--- src/rtl/period_meter.sv ---
// Period meter: measures the spacing of sig_in rising edges in clk_in cycles,
// flags lock when consecutive periods agree within TOL, and raises a sticky
// timeout when sig_in stops toggling.
module period_meter #(
  parameter int unsigned CNT_W   = 20,
  parameter int unsigned TIMEOUT = 1_000_000,
  parameter int unsigned TOL     = 2,
  parameter int unsigned LOCK_N  = 4
) (
  input  logic             clk_in,
  input  logic             rst,
  input  logic             sig_in,
  output logic [CNT_W-1:0] period,
  output logic             period_valid,
  output logic             locked,
  output logic             timeout
);

  localparam int unsigned MW = (LOCK_N < 1) ? 1 : $clog2(LOCK_N + 1);
  localparam logic [CNT_W-1:0] TO_VAL   = CNT_W'(TIMEOUT);
  localparam logic [CNT_W-1:0] TOL_VAL  = CNT_W'(TOL);
  localparam logic [MW-1:0]    LOCK_VAL = MW'(LOCK_N);

  typedef enum logic {IDLE, MEASURE} state_t;

  state_t           state, state_d;
  logic [CNT_W-1:0] cnt, cnt_d;
  logic [CNT_W-1:0] period_d;
  logic             valid_d, locked_d, timeout_d;
  logic [MW-1:0]    match, match_d;
  logic             have_prev, have_prev_d;
  logic [CNT_W-1:0] diff;
  logic             s1, s2, s3;
  logic             rise;

  // Two-flop synchronizer plus history flop for rising-edge detection
  always_ff @(posedge clk_in) begin
    if (rst) begin
      s1 <= 1'b0;
      s2 <= 1'b0;
      s3 <= 1'b0;
    end else begin
      s1 <= sig_in;
      s2 <= s1;
      s3 <= s2;
    end
  end

  assign rise = s2 & ~s3;

  // Unsigned distance between the running count and the last period
  assign diff = (cnt >= period) ? (cnt - period) : (period - cnt);

  // Next-state and output computation
  always_comb begin
    state_d     = state;
    cnt_d       = cnt;
    period_d    = period;
    valid_d     = 1'b0;
    locked_d    = locked;
    timeout_d   = timeout;
    match_d     = match;
    have_prev_d = have_prev;
    case (state)
      IDLE: begin
        cnt_d = '0;
        if (rise) begin
          state_d     = MEASURE;
          cnt_d       = CNT_W'(1);
          have_prev_d = 1'b0;
        end
      end
      MEASURE: begin
        if (rise) begin
          // Rise takes priority over an expiring count on the same edge
          period_d    = cnt;
          valid_d     = 1'b1;
          cnt_d       = CNT_W'(1);
          timeout_d   = 1'b0;
          have_prev_d = 1'b1;
          if (!have_prev) begin
            match_d = '0;
          end else if (diff <= TOL_VAL) begin
            match_d = (match == LOCK_VAL) ? match : match + MW'(1);
          end else begin
            match_d = '0;
          end
          locked_d = (match_d == LOCK_VAL);
        end else if (cnt == TO_VAL) begin
          state_d   = IDLE;
          cnt_d     = '0;
          timeout_d = 1'b1;
          locked_d  = 1'b0;
          match_d   = '0;
        end else begin
          cnt_d = cnt + CNT_W'(1);
        end
      end
      default: state_d = IDLE;
    endcase
  end

  // State and datapath registers
  always_ff @(posedge clk_in) begin
    if (rst) begin
      state        <= IDLE;
      cnt          <= '0;
      period       <= '0;
      period_valid <= 1'b0;
      locked       <= 1'b0;
      timeout      <= 1'b0;
      match        <= '0;
      have_prev    <= 1'b0;
    end else begin
      state        <= state_d;
      cnt          <= cnt_d;
      period       <= period_d;
      period_valid <= valid_d;
      locked       <= locked_d;
      timeout      <= timeout_d;
      match        <= match_d;
      have_prev    <= have_prev_d;
    end
  end

endmodule

--- config.mk ---
export PLATFORM = sky130hd
export DESIGN_NAME = period_meter
export DESIGN_NICKNAME = d
export VERILOG_FILES = /design/src/rtl/period_meter.sv
export SDC_FILE = /design/constraint.sdc
export NUM_CORES = 1
export LEC_CHECK = 0
export CAP_MARGIN = 20
export CORE_MARGIN = 1
export CORE_UTILIZATION = 52
export CTS_CLUSTER_DIAMETER = 200
export CTS_CLUSTER_SIZE = 30
export DETAILED_ROUTE_END_ITERATION = 16
export GPL_TIMING_DRIVEN = 0
export PLACE_DENSITY = 0.77
export SKIP_CTS_REPAIR_TIMING = 1
export SYNTH_ARGS = -nofsm -noshare
export SYNTH_HDL_FRONTEND = slang
export SYNTH_SLANG_ARGS = --single-unit
--- constraint.sdc ---
create_clock -name clk_in -period 4.5 [get_ports clk_in]
set_input_delay 1.125 -clock clk_in [delete_from_list [all_inputs] [get_ports clk_in]]
set_output_delay 1.125 -clock clk_in [all_outputs]
set_load 0.01 [all_outputs]
Word-level counts from Yosys, hierarchy flattened. Index checks and enable logic that the tools add are counted. W data, S select, Z words.

Flip-flop bits (word level): 51. Word-level logic and storage cells: 53. Input bits: 3.

Muxes and demuxes: 23. Reductions and logical operators: 5. $lt $le $gt $ge: 2. Bitwise operators: 3. Add/subtract/negate cells: 4. Equality and inequality tests: 5.

Operators by type and width (number): $mux W20 (3); $pmux W20 S2 (1); $sub A20 B20 Y20 (2); $mux W3 (7); $add A20 B1 Y20 const B (1); $eq A20 B20 Y1 const B (1); $ge A20 B20 Y1 (1); $le A20 B2 Y1 const B (1); $mux W1 (10); $eq A3 B3 Y1 const B (2); $reduce_and A2 Y1 (3); $pmux W1 S2 (2); $add A3 B1 Y3 const B (1); $ne A2 B1 Y1 const B (1); $ne A2 B2 Y1 const B (1); $not A1 Y1 (2); $reduce_bool A2 Y1 (1); $reduce_or A2 Y1 (1); $and A1 B1 Y1 (1).

Logic depth before layout (Yosys ltp).
Depth in word-level cells: 9. Gate-level depth with buffers: 13.

Least setup slack after synthesis. No wires, ideal clock.

Path type: register to register. From: register cnt[0]. To: register locked. Library setup time: 0.059 ns. Stages on the path, launching flop included: 14. Slack: 1.296 ns. Data required time: 4.441 ns. Arrival: 3.146 ns. Cell sequence: dfxtp_1 > inv_1 > ha_1 > fa_1 > nand2b_1 > a21oi_1 > o21ai_1 > a31o_4 > nand2_4 > nand4_1 > or4_4 > a2111oi_4 > and3_1 > a22o_1.

Longest elaborated chain between the ends: 9. Elaborated cells on any way between the ends: 14.

Ends and longest elaborated chain: start: declaration (line 27) `logic [CNT_W-1:0] cnt, cnt_d;`; start signal: assignment (line 116) `cnt <= cnt_d;`; $sub A20 B20 Y20 or $ge A20 B20 Y1 (tied branches) (line 52) `assign diff = (cnt >= period) ? (cnt - period) : (period - cnt);`; $mux W20 (line 52); $le A20 B2 Y1 (line 83) `end else if (diff <= TOL_VAL) begin`; $mux W3 (line 83); $mux W3 (line 81) `if (!have_prev) begin`; $mux W3 (line 74) `if (rise) begin`; $mux W3 (line 64) `case (state)`; $eq A3 B3 Y1 (line 88) `locked_d = (match_d == LOCK_VAL);`; $mux W1 (line 74); end signal: assignment (line 119) `locked <= locked_d;`; end: declaration (line 15) `output logic locked,`.

Parallel ways exist; a longest one is shown, timed or not. The select of a mux whose other input is x is not followed. A chain may end at the register's enable or synchronous reset.

Worst setup path after layout.
From: register cnt[0]. To: register match[1].

Longest elaborated chain between the ends: 8. Elaborated cells on any way between the ends: 13.

Ends and longest elaborated chain: $sub A20 B20 Y20 or $ge A20 B20 Y1 (tied branches) (line 52); $mux W20 (line 52); $le A20 B2 Y1 (line 83); $mux W3 (line 83); $mux W3 (line 81); $mux W3 (line 74); $mux W3 (line 64); $mux W3 (line 74); end signal: assignment (line 121) `match <= match_d;`; end: declaration (line 30) `logic [MW-1:0] match, match_d;`.

Parallel ways exist; a longest one is shown, timed or not. The select of a mux whose other input is x is not followed.

==> reports/summary.json <==
{
  "status": {
    "run_status": "finished, final reports clean"
  },
  "finish": {
    "syn_to_final_growth_pct": 11.0,
    "filler_cell_count": 711,
    "fin_nets": 651,
    "reg.largest.list": "cnt x20, period x20, match x3",
    "layout-drive-gt1-share": 0.0695,
    "antenna_cells": 0,
    "final_core_util": 0.608
  },
  "sta": {
    "setup_viol": 0,
    "transition_time_at_the_pin_with_the_least_slew_margin_ns": 0.738,
    "fin_tns_setup_ns": 0,
    "final-hold-violation-count": 0,
    "final.period_utilization": 0.873,
    "grt_setup_unrepaired": "false",
    "slew_violations": 0,
    "max-slew-margin-rel": 0.508,
    "top_achievable_clock_speed_ghz": 0.255,
    "final_critical_path_time_including_i_o_delays_and_setup_ns": 3.93,
    "final.setup_skew_ns": 0.0101
  },
  "power": {
    "vdd_ir_drop_max_uv": 148,
    "powerDensity_nw_per_um2": 167,
    "p_leak_uw": 0.00184
  },
  "global_routing": {
    "grt_overflow_total": 0,
    "grt_pass1_wl_mm": 18.4,
    "grt_max_degree": 19,
    "grt_util_all_layers": 0.268,
    "grt_antenna_before_repair": 0,
    "vias_in_the_first_global_route": 3779
  },
  "setup_path": {
    "reg2reg_from": "cnt[0]",
    "slowest_stage": "dfxtp_1",
    "worst_path_dominant_cell_family": "compound AO/OA/AOI/OAI gates",
    "timing.critical_path.to_type": "flip-flop",
    "timing.critical_path.required_ns": 4.78,
    "crit_type": "flip-flop to flip-flop",
    "setup.worst_path.end": "match[1]",
    "cp_max_fo": 9,
    "startpoint_type": "flip-flop",
    "timing.critical_path.arrival_ns": 4.21,
    "rr_endpoint": "match[1]",
    "critPathBufInv": 1,
    "critical_path_cell_count": 13,
    "r2r_setup_slack_ns": 0.57,
    "worst_path_largest_cell_delay_ns": 0.54,
    "worstRegToRegCells": 13,
    "cp-startpoint": "cnt[0]",
    "timing.critical_path.cells": "inv_1 > ha_1 > fa_1 > nand2b_1 > a21oi_1 > o21ai_1 > a31oi_1 > nor2_1 > o211ai_1 > mux2i_1 > a2111oi_4 > and3_1 > a22o_1"
  },
  "logic_synthesis": {
    "synth_top_cells_by_area": "dfxtp_1 (24%), ha_1 (12%), a21oi_1 (7.9%), nand2_1 (5.7%), xnor2_1 (5.7%)",
    "syn-instance-count": 571,
    "synthFlopType": "dfxtp_1",
    "cell_type_with_the_largest_total_area_after_synthesis": "dfxtp_1",
    "synth_top_cell_area_share": 0.236,
    "postSynthNetCount": 619,
    "synth-edff-count": 0,
    "postSynth.asyncResetShare": 0,
    "post_synth_instance_area_um2": 4320,
    "seq_area_frac_synth": 0.236,
    "yosysUniqueCellTypes": 68,
    "post_synth.cell_area_avg_um2": 7.57,
    "synth-seq-cells": 51,
    "synthesis.yosys.warnings": 0
  },
  "die": {
    "placement_rows": 32,
    "die_width_um": 93.2,
    "fp.dieArea_um2": 8680,
    "io-pin-count": 26,
    "start_util": 0.548,
    "core-area_um2": 7890,
    "floorplan.die.height_um": 93.2
  },
  "cts": {
    "cts.htree.levels": 2,
    "cts.sinks": 51,
    "clock-root-buffer": "clkbuf_8",
    "clock_insertion_delay_worst_skew_ns": 0.32,
    "cts-buffers-inserted": 5,
    "worst_setup_hold_path_clk_slew_ns": 0.11,
    "cts_tree": "built",
    "clk_path_buf_depth": 2
  },
  "hold_path": {
    "min-delay-path-class": "flip-flop to flip-flop"
  },
  "routing": {
    "drt-pass1-iter-count": 5,
    "avgViaCountPerCell": 5.84,
    "vias": 4120,
    "post_drt_wl_per_cell_um": 15.9,
    "wire_length_reported_by_the_detailed_router_mm": 11.3,
    "dr.first_iter.drc_count": 285,
    "ant_nets": 0,
    "residual_drc": 0
  },
  "placed_design": {
    "detailed_place_hpwl_mm": 8.86,
    "globalplace.congestion": 0.934,
    "placement.io_buffers": 25
  },
  "job": {
    "max-cap-violations": 0
  }
}
-- report_power, final --
group | total, uW | internal (uW) | leakage [uW] | switching (uW)
Sequential | 456 | 453 | 0.000411 | 2.44
Combinational | 46.8 | 19.8 | 0.00138 | 27.0
Clock | 301 | 116 | 0.0000502 | 185
Total | 803 | 589 | 0.00184 | 214
-- per-layer routing --
layer / up-vias / GRT usage / wire, um
met5: - / 0 / 0
met4: 0 / 0.0705 / 204
met3: 19 / 0.0415 / 644
met2: 129 / 0.427 / 4980
met1: 1925 / 0.376 / 5430
li1: 2047 / - / -
-- area by class of cell --
| cell class | instances | area (um^2) | area share |
|---|---|---|---|
| multi-input combinational | 447 | 2960 | 0.617 |
| sequential | 51 | 1020 | 0.213 |
| timing repair buffer | 25 | 250 | 0.0522 |
| inverter | 49 | 184 | 0.0383 |
| buffer | 24 | 156 | 0.0326 |
| tap | 102 | 128 | 0.0266 |
| clock buffer | 5 | 68.8 | 0.0143 |
| clock inverter | 3 | 28.8 | 0.00600 |
-- cell families (layout without fill, tap and decap cells) --
| group | Yosys count | in the layout | share of synthesized area |
|---|---|---|---|
| flops | 51 | 51 | 0.236 |
| buf+inv | 73 | 106 | 0.0787 |
| xor+xnor | 36 | 36 | 0.0729 |
| mux | 5 | 5 | 0.0124 |
| compound gates | 152 | 152 | 0.232 |
| fa+ha+maj | 45 | 45 | 0.134 |
| simple gates | 209 | 209 | 0.234 |
-- metrics by stage --
step,power (uW),cells,setup slack [ns],hold WS (ns),area (um^2)
3_5_place_dp,512,698,0.703,0.428,4700
4_1_cts,810,706,0.678,0.461,4800
5_1_grt,829,706,0.417,0.470,4800
6_report,803,706,0.573,0.460,4800
2_1_floorplan,500,571,1.30,0.414,4320
3_3_place_gp,511,698,0.746,0.430,4700
-- layout by cell type, fill, tap and decap left out, drive strengths merged, types with 5 or more instances in the layout --
master,netlist,final
nand2,68,68
o211ai,10,10
a21o,13,13
xnor2,28,28
nor2b,9,9
clkbuf,7,12
ha,43,43
xor2,8,8
clkdlybuf4s50,0,25
nand4,14,14
a211oi,5,5
a31oi,5,5
nand3,17,17
nor2,50,50
nand2b,9,9
nor4,6,6
and3,5,5
nor3,12,12
dfxtp,51,51
o21ai,19,19
buf,17,17
a21oi,69,69
inv,49,50
-- synth_stat cells (4+ instances only) --
| cell | number |
|---|---|
| o21ai_1 | 4 |
| a31oi_1 | 4 |
| o211ai_1 | 10 |
| inv_1 | 49 |
| nand4_1 | 14 |
| nor2_1 | 50 |
| nor2b_1 | 9 |
| buf_4 | 6 |
| buf_2 | 5 |
| xnor2_1 | 28 |
| buf_6 | 5 |
| nand2_1 | 66 |
| o21a_1 | 4 |
| and3_1 | 5 |
| a211oi_1 | 4 |
| dfxtp_1 | 51 |
| nor3_1 | 12 |
| nor4_1 | 6 |
| o21ai_0 | 15 |
| nand2b_1 | 9 |
| ha_1 | 43 |
| a21o_1 | 11 |
| a21oi_1 | 68 |
| clkbuf_1 | 7 |
| xor2_1 | 8 |
| nand3_1 | 17 |
-- worst min-delay path by stage --
stage                     slack [ns]  start  end  cells past startpoint
final                           0.46     s1   s2                      1
after CTS                       0.46     s1   s2                      1
after global routing            0.47     s1   s2                      1
after detailed placement        0.43     s1   s2                      1
after floorplan                 0.41     s1   s2                      1
after global placement          0.43     s1   s2                      1
(Power assumes the default switching activity.)
